File: config.mk
export PLATFORM = sky130hd
export DESIGN_NAME = seg7_scan_driver
export DESIGN_NICKNAME = d
export VERILOG_FILES = /design/src/rtl/seg7_scan_driver.sv
export SDC_FILE = /design/constraint.sdc
export NUM_CORES = 1
export LEC_CHECK = 0
export ABC_AREA = 1
export CAP_MARGIN = 20
export CORE_UTILIZATION = 56
export DETAILED_ROUTE_END_ITERATION = 12
export PLACE_DENSITY = 0.85
export SETUP_SLACK_MARGIN = 0.4
export SLEW_MARGIN = 0
export SYNTH_ARGS = -nofsm -noshare
export SYNTH_HDL_FRONTEND = slang
export SYNTH_SLANG_ARGS = --single-unit
File: constraint.sdc
create_clock -name clk_in -period 4.8 [get_ports clk_in]
set_input_delay 0.96 -clock clk_in [delete_from_list [all_inputs] [get_ports clk_in]]
set_output_delay 0.96 -clock clk_in [all_outputs]
set_load 0.01 [all_outputs]
File: src/rtl/seg7_scan_driver.sv
// 8-digit multiplexed seven-segment driver: shows a captured 32-bit word as hex,
// one digit per prescaler period, with optional leading-zero blanking and frame-synced capture.
module seg7_scan_driver #(
  parameter int SCAN_DIV   = 100000,
  parameter bit LZ_BLANK   = 1'b0,
  parameter bit FRAME_SYNC = 1'b0
) (
  input  logic        clk_in,
  input  logic        reset,
  input  logic [31:0] i_data,
  input  logic        i_load,
  input  logic [7:0]  i_dp,
  output logic [7:0]  o_seg,
  output logic [7:0]  o_sel,
  output logic        o_frame
);

  localparam int PW = $clog2(SCAN_DIV);
  localparam logic [PW-1:0] LAST = PW'(SCAN_DIV - 1);

  logic [PW-1:0] r_presc;
  logic [2:0]    r_idx;
  logic [31:0]   r_shadow;
  logic          w_tick;
  logic          w_boundary;
  logic [7:0]    w_blank;
  logic [3:0]    w_nibble;
  logic [6:0]    w_seg_lo;

  function automatic logic [6:0] f_decode(input logic [3:0] nib);
    logic [6:0] seg;
    case (nib)
      4'h0: seg = 7'h40;
      4'h1: seg = 7'h79;
      4'h2: seg = 7'h24;
      4'h3: seg = 7'h30;
      4'h4: seg = 7'h19;
      4'h5: seg = 7'h12;
      4'h6: seg = 7'h02;
      4'h7: seg = 7'h78;
      4'h8: seg = 7'h00;
      4'h9: seg = 7'h10;
      4'hA: seg = 7'h08;
      4'hB: seg = 7'h03;
      4'hC: seg = 7'h46;
      4'hD: seg = 7'h21;
      4'hE: seg = 7'h06;
      default: seg = 7'h0E;
    endcase
    return seg;
  endfunction

  assign w_tick     = (r_presc == LAST);
  assign w_boundary = w_tick && (r_idx == 3'd7);

  always_ff @(posedge clk_in) begin
    if (reset) begin
      r_presc <= '0;
      r_idx   <= '0;
    end else begin
      r_presc <= w_tick ? '0 : r_presc + 1'b1;
      if (w_tick) r_idx <= r_idx + 3'd1;
    end
  end

  generate
    if (FRAME_SYNC) begin : g_sync
      logic [31:0] r_pending;
      logic        r_pending_valid;
      // A load on the boundary edge refills pending while the older pending is applied.
      always_ff @(posedge clk_in) begin
        if (reset) begin
          r_shadow        <= '0;
          r_pending       <= '0;
          r_pending_valid <= 1'b0;
        end else begin
          if (w_boundary && r_pending_valid) r_shadow <= r_pending;
          if (i_load) begin
            r_pending       <= i_data;
            r_pending_valid <= 1'b1;
          end else if (w_boundary) begin
            r_pending_valid <= 1'b0;
          end
        end
      end
    end else begin : g_direct
      always_ff @(posedge clk_in) begin
        if (reset) r_shadow <= '0;
        else if (i_load) r_shadow <= i_data;
      end
    end
  endgenerate

  assign w_blank[0] = 1'b0;
  genvar gi;
  generate
    for (gi = 1; gi < 8; gi++) begin : g_blank
      assign w_blank[gi] = LZ_BLANK && (r_shadow[31:4*gi] == '0);
    end
  endgenerate

  assign w_nibble = r_shadow[{r_idx, 2'b00} +: 4];
  assign w_seg_lo = w_blank[r_idx] ? 7'h7F : f_decode(w_nibble);

  always_ff @(posedge clk_in) begin
    if (reset) begin
      o_seg   <= 8'hFF;
      o_sel   <= 8'hFF;
      o_frame <= 1'b0;
    end else begin
      o_sel   <= ~(8'b1 << r_idx);
      o_seg   <= {~i_dp[r_idx], w_seg_lo};
      o_frame <= w_boundary;
    end
  end

endmodule
==> flow_summary.toml <==
[grt]
grt_pass1_vias = 2582
grt_pass1_wl_um = 11320
track_usage_pct = 24.08
grt_overflow = 0
grt_max_degree = 63
grt_antenna_before_repair = 0

[clock_tree]
cts_tree = "built"
cts.sinks = 69
clkTransAtPathRegs_ns = 0.07
cts_hold_buf = 0
clockBufferDepth = 2
cts_resized = 0
clock-root-buffer = "clkbuf_8"
postCtsSetupRepairBufs = 0
clk_latency_ns = 0.35
htreeDepth = 3
cts_buffers = 9

[drt]
drt_iter0_markers = 191
avgViaCountPerCell = 5.067
via_count = 2883
wl_per_cell_um = 11.97
first_pass_iters = 4
post-route-drc-count = 0
ant_nets = 0
wirelength_um = 6811

[setup_path]
rr_endpoint = "o_seg[3]"
critical_path.cell_chain = "inv_2 > nand2_1 > nand3_1 > nand3_1 > o21ai_2 > ha_1 > nand3_1 > nand3_1 > nand3_1"
r2r_cells = 9
r2r-start = "r_idx[0]"
slowest_delay_ns = 0.96
startpoint = "r_idx[0]"
critPathSlowestCell = "dfxtp_1"
critPathKind = "reg -> reg"
required_ns = 4.99
start_kind = "flop"
worst_setup_path_end_kind = "flop"
regToRegSetupSlack_ns = 2.19
crit_fanout = 26
worst_path_most_repeated_cell = "nand3_1"
crit_path_end = "o_seg[3]"
worstPathArrival_ns = 2.80

[hold_path]
hold_class = "reg -> reg"
holdCritStartpoint = "r_presc[0]"

[synthesis]
synth_warnings = 0
yosys.area_share.adder_pct = 5.098
synth_nets = 493
synth_top_family_by_area = "simple AND/OR/NAND/NOR gates"
syn_area_per_cell_sq_um = 7.301
synth_compound_area_share_pct = 11.10
synthCells = 437
yosysTopAreaCellShare_pct = 43.29
syn_area_sq_um = 3191
yosysTopAreaCell = "dfxtp_1"
synth-seq-cells = 69
ys_seq_area_share_pct = 43.29
ys_types = 26
ys_top_cells_by_area = "dfxtp_1, nand2_1, nand3_1"
synth_mux_area_share_pct = 0
synth_xor_area_share_pct = 2.745
synth-simple-area-share_pct = 28.47

[die]
io_pins = 60
rows = 27
die_h_um = 77.48
initial_core_util_pct = 57.94
core_area_sq_um = 5507
fp.dieW_um = 77.48
die_area_sq_um = 6003

[timing]
finalMaxSlewViolations = 0
rsz0062_at_grt = "no"
clock_skew_ns = 0.01170
relSlewSlack_pct = 35.05
finalCriticalPeriod_ns = 2.615
setup_viol = 0
finalCritPeriodShare_pct = 54.48
setup_tns_ns = 0
max_freq_mhz = 382.4
tightest_slew_ns = 0.9732
finalHoldViolations = 0

[pwr]
ir_drop_mv = 0.2245
p_leak_nw = 1.703
clkPwrFrac_pct = 34.9
switching_share_pct = 25.50
p_comb_share_pct = 12.0
internal-power_mw = 0.8525
power.density_nw_per_um2 = 289.0
p_sw_mw = 0.2918
seqPwrFrac_pct = 53.1

[layout]
fin_nets = 548
drive_gt1_share_pct = 7.243
areaGrowthSynthToFinish_pct = 24.08
utilization_pct = 71.89
antenna_cells = 0

[status]
status = "finished clean"

[placement]
dp_hpwl_um = 4814
numPortBuffers = 59
gp_congestion = 0.8067

[run]
max_cap_viol_count = 0
## cells in the mapped netlist
| cell type | number |
|---|---|
| nor3_2 | 1 |
| nand3b_1 | 2 |
| nand3_4 | 1 |
| buf_6 | 1 |
| buf_4 | 2 |
| nand2_4 | 2 |
| or2_2 | 1 |
| o21ai_0 | 35 |
| nand2_1 | 93 |
| nand3_1 | 42 |
| nor2_2 | 4 |
| inv_2 | 6 |
| dfxtp_1 | 69 |
| clkbuf_1 | 10 |
| nand4_1 | 4 |
| a21oi_1 | 34 |
| xor2_1 | 8 |
| xnor2_1 | 2 |
| o21ai_2 | 1 |
| ha_1 | 13 |
| nor2_1 | 42 |
| nor3_1 | 4 |
| nand3_2 | 5 |
| buf_2 | 3 |
| inv_1 | 51 |
| clkinv_1 | 1 |
## stage by stage
| stage | hold WS [ns] | power (mW) | instances | setup slack [ns] | instance area (sq um) |
|---|---|---|---|---|---|
| floorplan | 0.4175 | 0.6939 | 437 | 3.103 | 3191 |
| global placement | 0.4301 | 0.7520 | 553 | 2.133 | 3800 |
| detailed placement | 0.4410 | 0.7583 | 553 | 1.965 | 3800 |
| CTS | 0.4574 | 1.148 | 569 | 2.202 | 3959 |
| global route | 0.4762 | 1.192 | 569 | 1.881 | 3959 |
| finish | 0.4501 | 1.144 | 569 | 2.185 | 3959 |
## cells by family (layout without fill, tap and decap cells)
family,count (synthesis),after routing
simple gates,201,201
fa+ha+maj,13,13
xor+xnor,10,10
compound gates,70,70
flops,69,69
buf+inv,74,134
## layer usage
metal,global-route usage (%),wire [um]
met5,0,0
met4,12.83,100
met3,6.235,417
met2,39.82,3299
met1,28.50,2993
## area by class of cell
type | instances | area [sq um]
clock inverters | 5 | 27.53
fillers | 442 | 1548
inverters | 58 | 217.7
multi-input cells | 294 | 1513
clock buffers | 11 | 131.4
repair buffers | 60 | 598.1
flip-flops and latches | 69 | 1381
well taps | 72 | 90.09
## worst max-delay path: cells and delay by family, from the launching register on
kind	cells	cell delay, ns
simple gates	6	0.70
fa+ha+maj	1	0.31
buf+inv	1	0.38
flops	1	0.96
compound gates	1	0.11
## placed cells by master (no fill, tap or decap)
master | netlist | layout
xor2_1 | 8 | 8
nand4_1 | 4 | 4
nor3_2 | 1 | 1
clkbuf_8 | 0 | 9
nand3_4 | 1 | 1
o21ai_0 | 35 | 35
ha_1 | 13 | 13
inv_2 | 6 | 6
nor2_1 | 42 | 42
clkdlybuf4s50_1 | 0 | 59
nor2_2 | 4 | 4
xnor2_1 | 2 | 2
nand3_1 | 42 | 42
clkbuf_1 | 10 | 2
nand3_2 | 5 | 5
a21oi_1 | 34 | 34
nand3b_1 | 2 | 2
nand2_1 | 93 | 93
inv_1 | 51 | 51
nor3_1 | 4 | 4
clkinv_1 | 1 | 1
nand2_4 | 2 | 2
dfxtp_1 | 69 | 69
or2_2 | 1 | 1
clkinv_2 | 0 | 4
buf_4 | 2 | 1
clkinvlp_4 | 0 | 1
o21ai_2 | 1 | 1
## power by group through the flow
stage               Clock, mW  Sequential (mW)  Combinational (mW)
detailed placement          0            0.621               0.137
global placement            0            0.620               0.132
floorplan                   0            0.623              0.0712
finish                  0.399            0.608               0.138
global route            0.427            0.610               0.155
CTS                     0.403            0.608               0.138
## sequential cells by signal, indices dropped and copies added, names as in the netlist
register,count
o_sel,8
r_presc,17
o_frame,1
r_idx,3
r_shadow,32
o_seg,8
## worst min path at each step
stage                            end  cells past startpoint
final                     r_presc[0]                      1
after global routing      r_presc[0]                      1
after CTS                 r_presc[0]                      1
after detailed placement  r_presc[0]                      1
after global placement    r_presc[0]                      1
after floorplan           r_presc[0]                      1
Note: power is estimated with default switching activity, not from simulation.
